**config.mk**
```make
export PLATFORM = sky130hd
export DESIGN_NAME = tick_period_meter
export DESIGN_NICKNAME = d
export VERILOG_FILES = /design/src/rtl/tick_period_meter_pkg.sv /design/src/rtl/rising_edge_detect.sv /design/src/rtl/tick_period_meter.sv
export SDC_FILE = /design/constraint.sdc
export NUM_CORES = 1
export LEC_CHECK = 0
export ABC_AREA = 1
export BUFFER_PORTS_ARGS = -buffer_cell sky130_fd_sc_hd__buf_2
export CAP_MARGIN = 5
export CORE_ASPECT_RATIO = 2
export CORE_MARGIN = 2
export CORE_UTILIZATION = 54
export DETAILED_ROUTE_END_ITERATION = 10
export MAX_ROUTING_LAYER = met4
export PLACE_DENSITY = 0.77
export RECOVER_POWER = 25
export SETUP_SLACK_MARGIN = 0.15
export SYNTH_ARGS = -nofsm -noshare
export SYNTH_HDL_FRONTEND = slang
export SYNTH_SLANG_ARGS = --single-unit
```
**constraint.sdc**
```tcl
create_clock -name clk -period 1.9 [get_ports clk]
set_input_delay 0.285 -clock clk [delete_from_list [all_inputs] [get_ports clk]]
set_output_delay 0.285 -clock clk [all_outputs]
set_load 0.05 [all_outputs]
```
**src/rtl/tick_period_meter_pkg.sv**
```systemverilog
// Shared tick definitions: meter FSM encoding, default sizes and divider constants.
// Latency: n/a (types and constants only).
// Backpressure: n/a.
package tick_period_meter_pkg;

  // Meter state encoding, binary in 2 bits
  typedef enum logic [1:0] {
    ST_IDLE    = 2'd0,
    ST_MEASURE = 2'd1,
    ST_TIMEOUT = 2'd2
  } state_t;

  // Default counter width and silence limit for the meter
  localparam int unsigned TICK_WIDTH   = 32;
  localparam int unsigned TICK_TIMEOUT = 1048576;

  // Nominal tick divider length used by the standard tick source
  localparam int unsigned TICK_DIV_LEN = 4;

  // Rising edge: high now, low on the previous cycle
  function automatic logic is_rise(input logic cur, input logic prev);
    return cur & ~prev;
  endfunction

endpackage

```
**src/rtl/rising_edge_detect.sv**
```systemverilog
// Rising-edge detector for a clk-synchronous input.
// Latency: pulse is combinational in the cycle the input first reads high.
// Backpressure: none; one pulse per low-to-high transition.
module rising_edge_detect
  import tick_period_meter_pkg::*;
(
  input  logic clk,
  input  logic rst_n,
  input  logic in,
  output logic pulse
);

  logic in_q;

  // Previous-cycle copy of the input; resets low so an input already high at release is an edge
  always_ff @(posedge clk or negedge rst_n) begin
    if (!rst_n) begin
      in_q <= 1'b0;
    end else begin
      in_q <= in;
    end
  end

  assign pulse = is_rise(in, in_q);

endmodule

```
**src/rtl/tick_period_meter.sv**
```systemverilog
// Measures edge-to-edge interval of tick_in in clk cycles, with timeout, lock and overrun status.
// Latency: period/period_valid update on the clk edge ending the cycle the input edge is detected.
// Backpressure: period_valid&&out_ready consumes; an unconsumed result is overwritten and overrun set.
module tick_period_meter
  import tick_period_meter_pkg::*;
#(
  parameter int unsigned WIDTH   = TICK_WIDTH,
  parameter int unsigned TIMEOUT = TICK_TIMEOUT
) (
  input  logic             clk,
  input  logic             rst_n,
  input  logic             tick_in,
  input  logic             clear,
  input  logic             out_ready,
  output logic [WIDTH-1:0] period,
  output logic             period_valid,
  output logic             timed_out,
  output logic             locked,
  output logic             overrun
);

  localparam logic [WIDTH-1:0] TIMEOUT_CNT = WIDTH'(TIMEOUT);
  localparam logic [WIDTH-1:0] CNT_ONE     = WIDTH'(1);

  state_t           state;
  state_t           state_nxt;
  logic [WIDTH-1:0] cnt;
  logic             edge_pulse;
  logic             start;     // first edge after IDLE or TIMEOUT: begin counting, no capture
  logic             capture;   // edge while measuring: report cnt
  logic             expire;    // silence reached the limit
  logic             consume;
  logic             have_prev; // a period has been captured since the last IDLE

  rising_edge_detect u_edge (
    .clk   (clk),
    .rst_n (rst_n),
    .in    (tick_in),
    .pulse (edge_pulse)
  );

  assign consume = period_valid & out_ready;

  // State register
  always_ff @(posedge clk or negedge rst_n) begin
    if (!rst_n) begin
      state <= ST_IDLE;
    end else begin
      state <= state_nxt;
    end
  end

  // Next state and per-cycle action strobes; clear wins over any edge
  always_comb begin
    state_nxt = state;
    start     = 1'b0;
    capture   = 1'b0;
    expire    = 1'b0;
    if (clear) begin
      state_nxt = ST_IDLE;
    end else begin
      case (state)
        ST_IDLE: begin
          if (edge_pulse) begin
            state_nxt = ST_MEASURE;
            start     = 1'b1;
          end
        end
        ST_MEASURE: begin
          if (edge_pulse) begin
            capture = 1'b1;
          end else if (cnt == TIMEOUT_CNT) begin
            state_nxt = ST_TIMEOUT;
            expire    = 1'b1;
          end
        end
        ST_TIMEOUT: begin
          if (edge_pulse) begin
            state_nxt = ST_MEASURE;
            start     = 1'b1;
          end
        end
        default: state_nxt = ST_IDLE;
      endcase
    end
  end

  // Interval counter: restarts at 1 on every edge, freezes once the limit is reached
  always_ff @(posedge clk or negedge rst_n) begin
    if (!rst_n) begin
      cnt <= '0;
    end else if (clear) begin
      cnt <= '0;
    end else if (start || capture) begin
      cnt <= CNT_ONE;
    end else if ((state == ST_MEASURE) && !expire) begin
      cnt <= cnt + CNT_ONE;
    end
  end

  // Result register and status flags; period is left untouched by consume and clear
  always_ff @(posedge clk or negedge rst_n) begin
    if (!rst_n) begin
      period       <= '0;
      period_valid <= 1'b0;
      timed_out    <= 1'b0;
      locked       <= 1'b0;
      overrun      <= 1'b0;
      have_prev    <= 1'b0;
    end else if (clear) begin
      period_valid <= 1'b0;
      timed_out    <= 1'b0;
      locked       <= 1'b0;
      overrun      <= 1'b0;
      have_prev    <= 1'b0;
    end else begin
      if (capture) begin
        period       <= cnt;
        period_valid <= 1'b1;
        locked       <= have_prev && (cnt == period);
        have_prev    <= 1'b1;
        if (period_valid && !out_ready) begin
          overrun <= 1'b1;
        end
      end else if (consume) begin
        period_valid <= 1'b0;
      end
      if (expire) begin
        timed_out <= 1'b1;
        locked    <= 1'b0;
      end
      if (start) begin
        timed_out <= 1'b0;
      end
    end
  end

endmodule

```
==> impl_results.md <==
- Critical Path Max Stage Delay: 0.44 ns
- Die H: 135.7 um
- WHS: 0.06663 ns
- Avg Inst Size Synth: 6.515 um2
- Yosys warning count: 0
- Syn Nets: 726
- Initial cell density of the core: 54.93%
- Design area: 5966 um2
- CTS tree: built
- Number of buffers added on ports: 40
- Area leader, netlist: dfrtp_1
- Gate Count Post-Synth: 719
- Unrepaired setup endpoints after global routing: yes
- Mapped Area: 4684 um2
- H-tree depth: 3
- Critical path type: flop to flop
- Iteration-0 DRC Markers: 360
- Worst-Skew Late Latency: 0.34 ns
- CTS Root Cell: clkbuf_16
- Status: finished clean
- Post-synth top area share: 38.46%
- Post-Place Cells: 869
- Worst hold start: tick_in
- Total CTS buffers: 9
- GP Congestion: 1.053
- # rows: 48
- Share of cells above drive strength 1: 24.29%
- Fillers: 766
- Hpwl dp: 12680 um
- Crit Path Max Fanout: 8
- Critical Path Start Type: flop
- R2r endpoint: cnt[1]
- Relative slew slack: 34.44%
- IO Count: 41
- Core Region: 8528 um2
- Crit path required time: 2.17 ns
- LEAKAGE: 2.952 nW
- Placement Cell Area: 5185 um2
- Largest net degree at the start of global routing: 38
- Setup violators final: 0
- Avg Vias per Cell: 5.686
- Layout area overhead: 27.35%
- Final hold violations: 0
- Number of flops mapped to enable cells by yosys: 0
- Top cells by area, synth: dfrtp_1 (38%), nand2_1 (21%), nand3_1 (8.4%), nor2_1 (8.1%), inv_1 (5.0%)
- Tmin final: 1.900 ns
- Hold depth: 1
- Power Total: 0.005217 W
- Crit-path slowest cell: dfrtp_2
- Power Density: 874.5 nW/um2
- Count of cell types in the netlist: 28
- Clk sink count: 72
- Reg clk slew, reported paths: 0.06 ns
- Worst path cell trace: inv_2, ha_4, nand4_1, nor2_1, nand2_2, nor2_4, nand2_4, nand2_4, buf_4, buf_16, nand3_1, nand2_1
- Fraction of registers with async set or reset after synthesis: 100.0%
- Die Footprint: 9481 um2
- Final non-filler cell total: 907
- R2R depth: 12
- First-pass GRT wire length: 27120 um
- Synth Register Bits: 72
- Die X: 69.86 um
- Initial antenna violation count: 0
- VDD IR max: 0.6484 mV
- HP Class: primary input to flop
- Peak Freq: 526.4 MHz
- Hold path endpoint: u_edge.in_q
- Crit Reg-Reg Startpoint: cnt[0]
- GRT Util Overall: 39.75%
- # nets final: 809
- Most frequent CP cell: nand2_4
- Slew Limit Fails: 0
- Slew @ Worst Pin: 0.9834 ns
- Vias in the first global route: 4942
- DR pass1 iterations: 6
- CP arrival: 2.17 ns
- Final period utilization: 99.99%
- Routed WL per cell: 19.92 um
- Clock Tree Buf Depth: 2
- Crit end category: flop
- Reported max-cap violation count: 0
- Post-Route WL: 18070 um
- Seq/Total Area, Yosys: 38.46%
- Layout Skew: 0.003138 ns
- DRC Markers: 0
- Vias: 5157
- Routed Antenna Nets: 0
- Grt ovf: 0
- R2R Setup Slk: 0.0002 ns
- Antenna cells: 0
- Most used DFF post-synth: dfrtp_1
- Setup_tns: 0 ns
-- sequential cells by signal, indices dropped and copies added, names as in the netlist --
signal / cells
have_prev: 1
timed_out: 1
period_valid: 1
u_edge.in_q: 1
state: 2
cnt: 32
period: 32
locked: 1
overrun: 1
-- metal layers --
metal	global-route usage (%)	vias to the layer above	wire [um]
met4	27.99	0	1541
met3	5.134	89	944
met5	-	-	0
met2	69.26	261	9411
li1	-	2400	-
met1	40.58	2407	6173
-- kinds of logic (layout without fill, tap and decap cells) --
| group | after synthesis | in the layout | share of synthesized area, % |
|---|---|---|---|
| and+or+nand+nor | 471 | 473 | 42.20 |
| buffers and inverters | 108 | 194 | 10.44 |
| DFF | 72 | 72 | 38.46 |
| xor gates and xnor gates | 15 | 15 | 2.805 |
| adders and majority gates | 2 | 2 | 0.5341 |
| AOI/OAI and AO/OA | 51 | 51 | 5.556 |
-- how the worst max path moves through the flow --
stage                    to  cells past startpoint  slack, ns    from
floorplan            cnt[0]                     13       0.17  cnt[0]
global placement    cnt[16]                     10      -0.03  cnt[1]
detailed placement  cnt[16]                     10      -0.03  cnt[1]
CTS                 cnt[13]                     12       0.10  cnt[0]
global route        cnt[13]                     12      -0.07  cnt[0]
finish               cnt[1]                     12     0.0002  cnt[0]
-- cells in the final DEF, fill, tap and decap left out, drive strengths merged, types with 3 or more instances in the layout --
cell type / Yosys / layout
a21oi: 4 / 4
clkbuf: 6 / 13
nor2: 108 / 108
xnor2: 7 / 7
o21ai: 44 / 44
xor2: 8 / 8
dfrtp: 72 / 72
nand2: 269 / 271
inv: 71 / 71
nor3: 8 / 8
buf: 31 / 104
nand4: 6 / 6
nand3: 79 / 79
clkinv: 0 / 3
-- where the power goes --
group          switching (W)  internal [W]
clock network       0.000661       0.00122
registers           0.000118       0.00168
logic                0.00116      0.000382
-- Yosys cell counts (2+ instances only) --
cell      number
buf_6          5
nand2_1      264
nor2_8         2
inv_2          6
buf_4          5
buf_2         18
nor3_1         8
xor2_1         8
clkbuf_1       6
buf_1          3
inv_4          2
dfrtp_1       72
nor2_2         4
xnor2_1        7
a21oi_1        4
o22ai_1        2
nor2_1       101
ha_1           2
o21ai_0       43
nand3_1       79
inv_1         63
nand2_4        4
nand4_1        6
-- critical path, delay by kind of cell (launching register included) --
kind / cells / cell delay (ns)
simple gates: 8 / 0.85
buf+inv: 3 / 0.40
flops: 1 / 0.44
fa+ha+maj: 1 / 0.12
-- area by class of cell --
| type | count | area [um2] | area share, % |
|---|---|---|---|
| inverter | 71 | 271.5 | 4.551 |
| multi-input combinational | 541 | 2609 | 43.73 |
| timing repair buffer | 107 | 820.8 | 13.76 |
| clock inverter | 5 | 78.83 | 1.321 |
| sequential | 72 | 1808 | 30.31 |
| clock buffer | 11 | 252.7 | 4.237 |
| tap | 100 | 125.1 | 2.097 |
-- through the flow --
stage / setup WS (ns) / utilization (%)
6_report: 0.0001814 / 69.95
5_1_grt: -0.06956 / 69.95
4_1_cts: 0.1004 / 67.56
3_5_place_dp: -0.03098 / 60.80
3_3_place_gp: -0.03015 / 60.80
2_1_floorplan: 0.1717 / -
-- repair_timing --
item	in CTS	in global routing
pin swaps	1	21
endpoints found under the hold margin	36	0
setup endpoints to repair	32	36
hold buffers	1	0
gates cloned	4	1
setup buffers	10	6
resized for setup	27	38
Power figures use the tool's default switching activity.
